`src/rtl/dmem_port_arbiter.sv`:
```
// dmem_port_arbiter: shares one single-port vector data memory between the
// pipeline writeback port (priority) and a host/loader port. A bounded-wait
// counter forces a host grant after MAX_WAIT consecutive denials so the host
// is never starved. Read data returns one cycle after the grant, tagged to
// the port that issued it.
//
// Optional feature: define DMEM_ARB_LOCK_EN to add the host_lock input and
// the LOCKED state (host keeps the memory for atomic multi-word preload).
module dmem_port_arbiter #(
  parameter int unsigned vecSize      = 4,
  parameter int unsigned registerSize = 8,
  parameter int unsigned MAX_WAIT     = 4
) (
  input  logic                             clk,
  input  logic                             reset,
  // Pipeline writeback port
  input  logic                             pipe_req,
  input  logic                             pipe_we,
  input  logic [registerSize-1:0]          pipe_addr,
  input  logic [vecSize*registerSize-1:0]  pipe_wdata,
  output logic                             pipe_gnt,
  output logic                             pipe_rvalid,
  // Host / loader port
  input  logic                             host_req,
  input  logic                             host_we,
  input  logic [registerSize-1:0]          host_addr,
  input  logic [vecSize*registerSize-1:0]  host_wdata,
  output logic                             host_gnt,
  output logic                             host_rvalid,
`ifdef DMEM_ARB_LOCK_EN
  input  logic                             host_lock,
`endif
  // Shared read return
  output logic [vecSize*registerSize-1:0]  rdata,
  // Memory side
  output logic                             mem_we,
  output logic [registerSize-1:0]          mem_addr,
  output logic [vecSize*registerSize-1:0]  mem_wdata,
  input  logic [vecSize*registerSize-1:0]  mem_rdata
);

  localparam logic [registerSize-1:0] WaitLast = registerSize'(MAX_WAIT - 1);

  typedef enum logic [1:0] {
    StNormal    = 2'd0,
    StForceHost = 2'd1,
    StLocked    = 2'd2
  } state_e;

  state_e                  state_q, state_d;
  logic [registerSize-1:0] wait_q, wait_d;
  // {host read outstanding, pipe read outstanding}
  logic [1:0]              tag_q, tag_d;

  logic host_denied;

  // Same-cycle grant decode; nothing is granted while reset is held
  always_comb begin
    pipe_gnt = 1'b0;
    host_gnt = 1'b0;
    if (!reset) begin
      unique case (state_q)
        StNormal: begin
          pipe_gnt = pipe_req;
          host_gnt = host_req & ~pipe_req;
        end
        StForceHost, StLocked: begin
          host_gnt = host_req;
        end
        default: begin
          pipe_gnt = 1'b0;
          host_gnt = 1'b0;
        end
      endcase
    end
  end

  assign host_denied = host_req & ~host_gnt;

  // Next state, bounded-wait counter and read tag
  always_comb begin
    state_d = state_q;
    // Saturate at MAX_WAIT-1: the forced grant follows that denial anyway
    if (host_denied) begin
      wait_d = (wait_q == WaitLast) ? wait_q : wait_q + 1'b1;
    end else begin
      wait_d = '0;
    end
    tag_d = {host_gnt & ~host_we, pipe_gnt & ~pipe_we};

    case (state_q)
      StNormal: begin
        if (host_denied && (wait_q == WaitLast)) state_d = StForceHost;
      end
      StForceHost: begin
        state_d = StNormal;
      end
`ifdef DMEM_ARB_LOCK_EN
      StLocked: begin
        if (!host_lock) begin
          state_d = StNormal;
          wait_d  = '0;
        end
      end
`endif
      default: begin
        state_d = StNormal;
      end
    endcase

`ifdef DMEM_ARB_LOCK_EN
    // A granted host access that asks for the lock keeps the memory
    if (host_gnt && host_lock) state_d = StLocked;
`endif
  end

  // State, counter and tag registers with synchronous reset
  always_ff @(posedge clk) begin
    if (reset) begin
      state_q <= StNormal;
      wait_q  <= '0;
      tag_q   <= '0;
    end else begin
      state_q <= state_d;
      wait_q  <= wait_d;
      tag_q   <= tag_d;
    end
  end

  // Memory mux: granted port drives; idle defaults to pipe values, no write
  always_comb begin
    mem_we    = 1'b0;
    mem_addr  = pipe_addr;
    mem_wdata = pipe_wdata;
    if (host_gnt) begin
      mem_we    = host_we;
      mem_addr  = host_addr;
      mem_wdata = host_wdata;
    end else if (pipe_gnt) begin
      mem_we = pipe_we;
    end
  end

  // Outstanding reads are dropped when reset arrives
  assign pipe_rvalid = tag_q[0] & ~reset;
  assign host_rvalid = tag_q[1] & ~reset;
  assign rdata       = mem_rdata;

endmodule

```
`config.mk`:
```
export PLATFORM = sky130hd
export DESIGN_NAME = dmem_port_arbiter
export DESIGN_NICKNAME = d
export VERILOG_FILES = /design/src/rtl/dmem_port_arbiter.sv
export SDC_FILE = /design/constraint.sdc
export NUM_CORES = 1
export LEC_CHECK = 0
export CAP_MARGIN = 20
export CORE_AREA = 2 2 76 78
export CTS_CLUSTER_SIZE = 24
export DETAILED_ROUTE_END_ITERATION = 6
export DIE_AREA = 0 0 78 80
export PLACE_DENSITY = 0.82
export SYNTH_ARGS = -nofsm -noshare
export SYNTH_HDL_FRONTEND = slang
export SYNTH_SLANG_ARGS = --single-unit
```
`constraint.sdc`:
```
create_clock -name clk -period 2.6 [get_ports clk]
set_input_delay 0.65 -clock clk [delete_from_list [all_inputs] [get_ports clk]]
set_output_delay 0.65 -clock clk [all_outputs]
set_load 0.02 [all_outputs]
```
Word level (Yosys, flattened, before mapping)
Index checks and enable logic that the tools add are counted.
Cells by class
  $add $sub $neg: 1
  equal/unequal tests: 1
  muxes and demuxes: 8
  bitwise operators: 13
  reduce and logical (&&, ||, !) cells: 4
Operators with widths (count)
  $mux 32: 1
  $add 8x1->8 const B: 1
  $eq 8x2->1 const B: 1
  $mux 8: 1
  $not 1->1: 7
  $and 1x1->1: 6
  $mux 1: 5
  $reduce_or 2->1: 2
  $logic_not 2->1: 1
  $pmux 1 s2: 1
  $logic_and 1x1->1: 1
Storage, ports and cells
  bits in registers: 11
  output and inout port bits: 77
  logic and storage cells: 30

Longest topological paths before layout
  depth after elaboration: 8
  depth in mapped cells: 5

Worst setup path before layout
OpenSTA, ideal clock, no wires.
  kind: input -> output
  from: input pipe_req
  to: output mem_we
  data arrival time: 1.458 ns
  required time: 1.950 ns
  path slack: 0.492 ns
  cell stages on the path: 5
  buffers on the path: 1
  path through: nand2b_2 nand3b_4 buf_4 inv_1 a22o_1
On the way
  cells in the longest elaborated chain, start to end: 5
RTL lines
  start: declaration: line 17  | input logic pipe_req,
  $not 1->1: line 65  | host_gnt = host_req & ~pipe_req;
  $and 1x1->1: line 65
  $pmux 1 s2: line 62  | unique case (state_q)
  $mux 1: line 61  | if (!reset) begin
  named net host_gnt: line 28  | output logic host_gnt,
  $mux 1: line 135  | if (host_gnt) begin
  end: declaration: line 36  | output logic mem_we,
The timed path passes the listed nets, and every way through them passes these cells.

Worst setup path after layout
  from: input pipe_req
  to: output mem_addr[1]
On the way
  cells in the longest elaborated chain, start to end: 5
RTL lines
  $not 1->1: line 65
  $and 1x1->1: line 65
  $pmux 1 s2: line 62
  $mux 1: line 61
  $mux 8: line 135
  end: declaration: line 37  | output logic [registerSize-1:0] mem_addr,
Every way passes these cells.

==> results.toml <==
[outcome]
status = "completed"

[floorplanning]
die_w_um = 78
rows = 27
core-area_mm2 = 0.00541
die_area_mm2 = 0.00624
io_pins = 195
start_util_pct = 22.9
dieHeight_um = 80

[flow_run]
timing.max_cap.violations = 0

[sta]
hold_viol = 0
tightest_slew_ns = 0.470
fin_skew_ns = 0.00509
fin_tns_setup_ns = 0
setup_violations = 0
maxSlewViolCount = 0
fin_crit_sh_pct = 97.6
min_period_ns = 2.54
max_freq_mhz = 394
relSlewSlack_pct = 68.2
fin_ws_ns = 0.0630
grt_setup_unrepaired = "no"

[setup_path]
end_kind = "output pin"
worstPathRequired_ns = 1.95
ff2ff_path_depth = 4
cp_max_fo = 8
critPathArrivalTime_ns = 1.89
cp-start-kind = "input port"
r2r_setup_slack_ns = 0.97
critical_path_class = "input port to output pin"

[clocking]
clock_latency_ns = 0.24
cts_inserted_buffers = 3
clock_sinks = 11
root_buffer = "clkbuf_8"
cts_buffer_depth = 2
cts_tree = "yes"
clkTransAtPathRegs_ns = 0.05
cts_htree_levels = 1

[cells_and_area]
n_antenna_cell = 0
drive_above_1_share_pct = 40.7
fin_util_pct = 45.9
multi_input_area_um2 = 744
regArea_um2 = 220
area_growth_pct = 100
final_nets = 361
n_fill_cell = 529

[synthesis]
synthCells = 133
synth_simple_gate_area_share_pct = 14.8
synth_fa_ha_area_share_pct = 1.01
synthMuxAreaShare_pct = 36.3
synth_compound_area_share_pct = 5.15
synth_seq_cells = 11
yosysWarningCount = 0
post_synth_num_cell_types = 28
synth_area_mm2 = 0.00124
synth_top_family_by_area = "multiplexers"
synth-xor-area-share_pct = 2.12
ys_seq_area_share_pct = 17.8
synth_nets = 252
syn_avg_cell_area_um2 = 9.32

[power_and_ir_drop]
vdd_drop_max_v = 0.000161
powerDensity_mw_per_mm2 = 279
p_leak_nw = 0.993

[detailed_routing]
num_vias = 1370
ant_nets = 0
drt_first_pass_iters = 4
post_drt_wl_per_cell_um = 15.3
drcViolationCount = 0
drt_iter0_markers = 46
totalWireLength_um = 4790
viasPerCell = 4.38

[worst_hold_path]
hp-class = "register to register"
min_path_cells = 2

[grt]
grt_usage_pct = 13.1
grt_overflow = 0
grt_pass1_wl_um = 6330
grt_pass1_vias = 1316
antenna_found_initial = 0
grt_max_degree = 9

[place]
place_ws_ns = -0.558
hpwl_um = 4030
numPortBuffers = 130
gp_congestion = 0.833
routing by layer:
metal	GRT usage [%]	share of wire, %	vias up
met5	0	0	-
met3	4.52	12	10
met2	22.6	49	93
met1	14.8	37	612
li1	-	-	655
met4	5.26	1.6	0
metrics by stage:
| step | hold slack (ns) | std cells | area [µm²] | total power, mW |
|---|---|---|---|---|
| CTS | 0.498 | 313 | 2490 | 0.701 |
| finish | 0.498 | 313 | 2480 | 0.693 |
| floorplan | 0.465 | 133 | 1240 | 0.380 |
| global route | 0.531 | 313 | 2480 | 0.717 |
| global placement | 0.480 | 307 | 2430 | 0.541 |
| detailed placement | 0.491 | 307 | 2430 | 0.545 |
cell type report:
| type | instances | share of cell area, % |
|---|---|---|
| well taps | 72 | 3.63 |
| flip-flops and latches | 11 | 8.87 |
| multi-input cells | 83 | 30.0 |
| clock buffers | 4 | 1.81 |
| inverters | 2 | 0.302 |
| repair buffers | 141 | 55.4 |
flip-flops by register name, summed over array words and instances (netlist names):
name	flops
state_q	1
wait_q	8
tag_q	2
synthesized netlist by cell type:
master	count	area share (%)
nand4_1	1	0.50
a22o_1	1	0.71
nand3b_4	1	1.6
buf_4	36	22
mux2_1	1	0.91
nand2b_2	1	0.71
nor2b_1	2	1.0
dfxtp_1	11	18
o21ai_0	3	1.2
inv_1	2	0.61
xor2_1	2	1.4
nor4b_1	1	0.71
nor3_1	4	1.6
nand4bb_1	1	0.91
xnor2_1	1	0.71
nand3_1	5	2.0
o21ai_1	1	0.40
nor2_1	5	1.5
a21o_1	1	0.61
buf_2	1	0.40
nor3_2	1	0.81
mux2_2	39	35
a21oi_1	4	1.6
or4b_4	1	1.1
a21boi_1	1	0.61
ha_1	1	1.0
or3_1	4	2.0
nand2_1	1	0.30
cells by family after synthesis:
family                     Yosys count
and+or+nand+nor                     28
buffers and inverters               39
DFF                                 11
xor gates and xnor gates             3
AOI/OAI and AO/OA                   11
muxes                               40
adders and majority gates            1
cell usage in the layout (no fill, tap or decap), types with 2 or more instances in the layout:
master           netlist  layout
clkdlybuf4s50_1        0      84
mux2_2                39      39
clkdlybuf4s15_2        0      23
buf_2                  1      14
dfxtp_1               11      11
dlygate4sd2_1          0       6
buf_4                 36       6
nand3_1                5       5
buf_6                  0       5
nor3_1                 4       4
or3_1                  4       4
a21oi_1                4       4
nor2_1                 5       4
o21ai_0                3       3
clkbuf_8               0       3
inv_1                  2       2
nor2b_1                2       2
xor2_1                 2       2
power breakdown:
group | leakage (nW) | switching (mW) | internal, mW
Combinational | 0.881 | 0.130 | 0.218
Sequential | 0.0890 | 0.00169 | 0.171
Clock | 0.0228 | 0.0655 | 0.108
worst max-delay path, cell delays in order:
cell and delay [ns]:
dlygate4sd2_1 0.27, nand2b_4 0.09, nand3b_4 0.15, buf_6 0.17
buf_16 0.13, mux2_2 0.27, buf_4 0.16
worst paths after layout:
check	startpoint	end
worst max-delay path	pipe_req	mem_addr[1]
worst min-delay path	wait_q[7]$_SDFFE_PP0P_	wait_q[7]$_SDFFE_PP0P_
worst max register to register	wait_q[0]$_SDFFE_PP0P_	wait_q[5]$_SDFFE_PP0P_
worst min register to register	wait_q[7]$_SDFFE_PP0P_	wait_q[7]$_SDFFE_PP0P_
timing repair:
item	4_1_cts	5_1_grt
cloned	1	0
hold buffers	0	0
gates resized for setup	145	2
endpoints found under the setup margin	43	33
setup buffers	1	0
pin swaps	1	0
No activity file was read; power rests on OpenSTA's default activity.
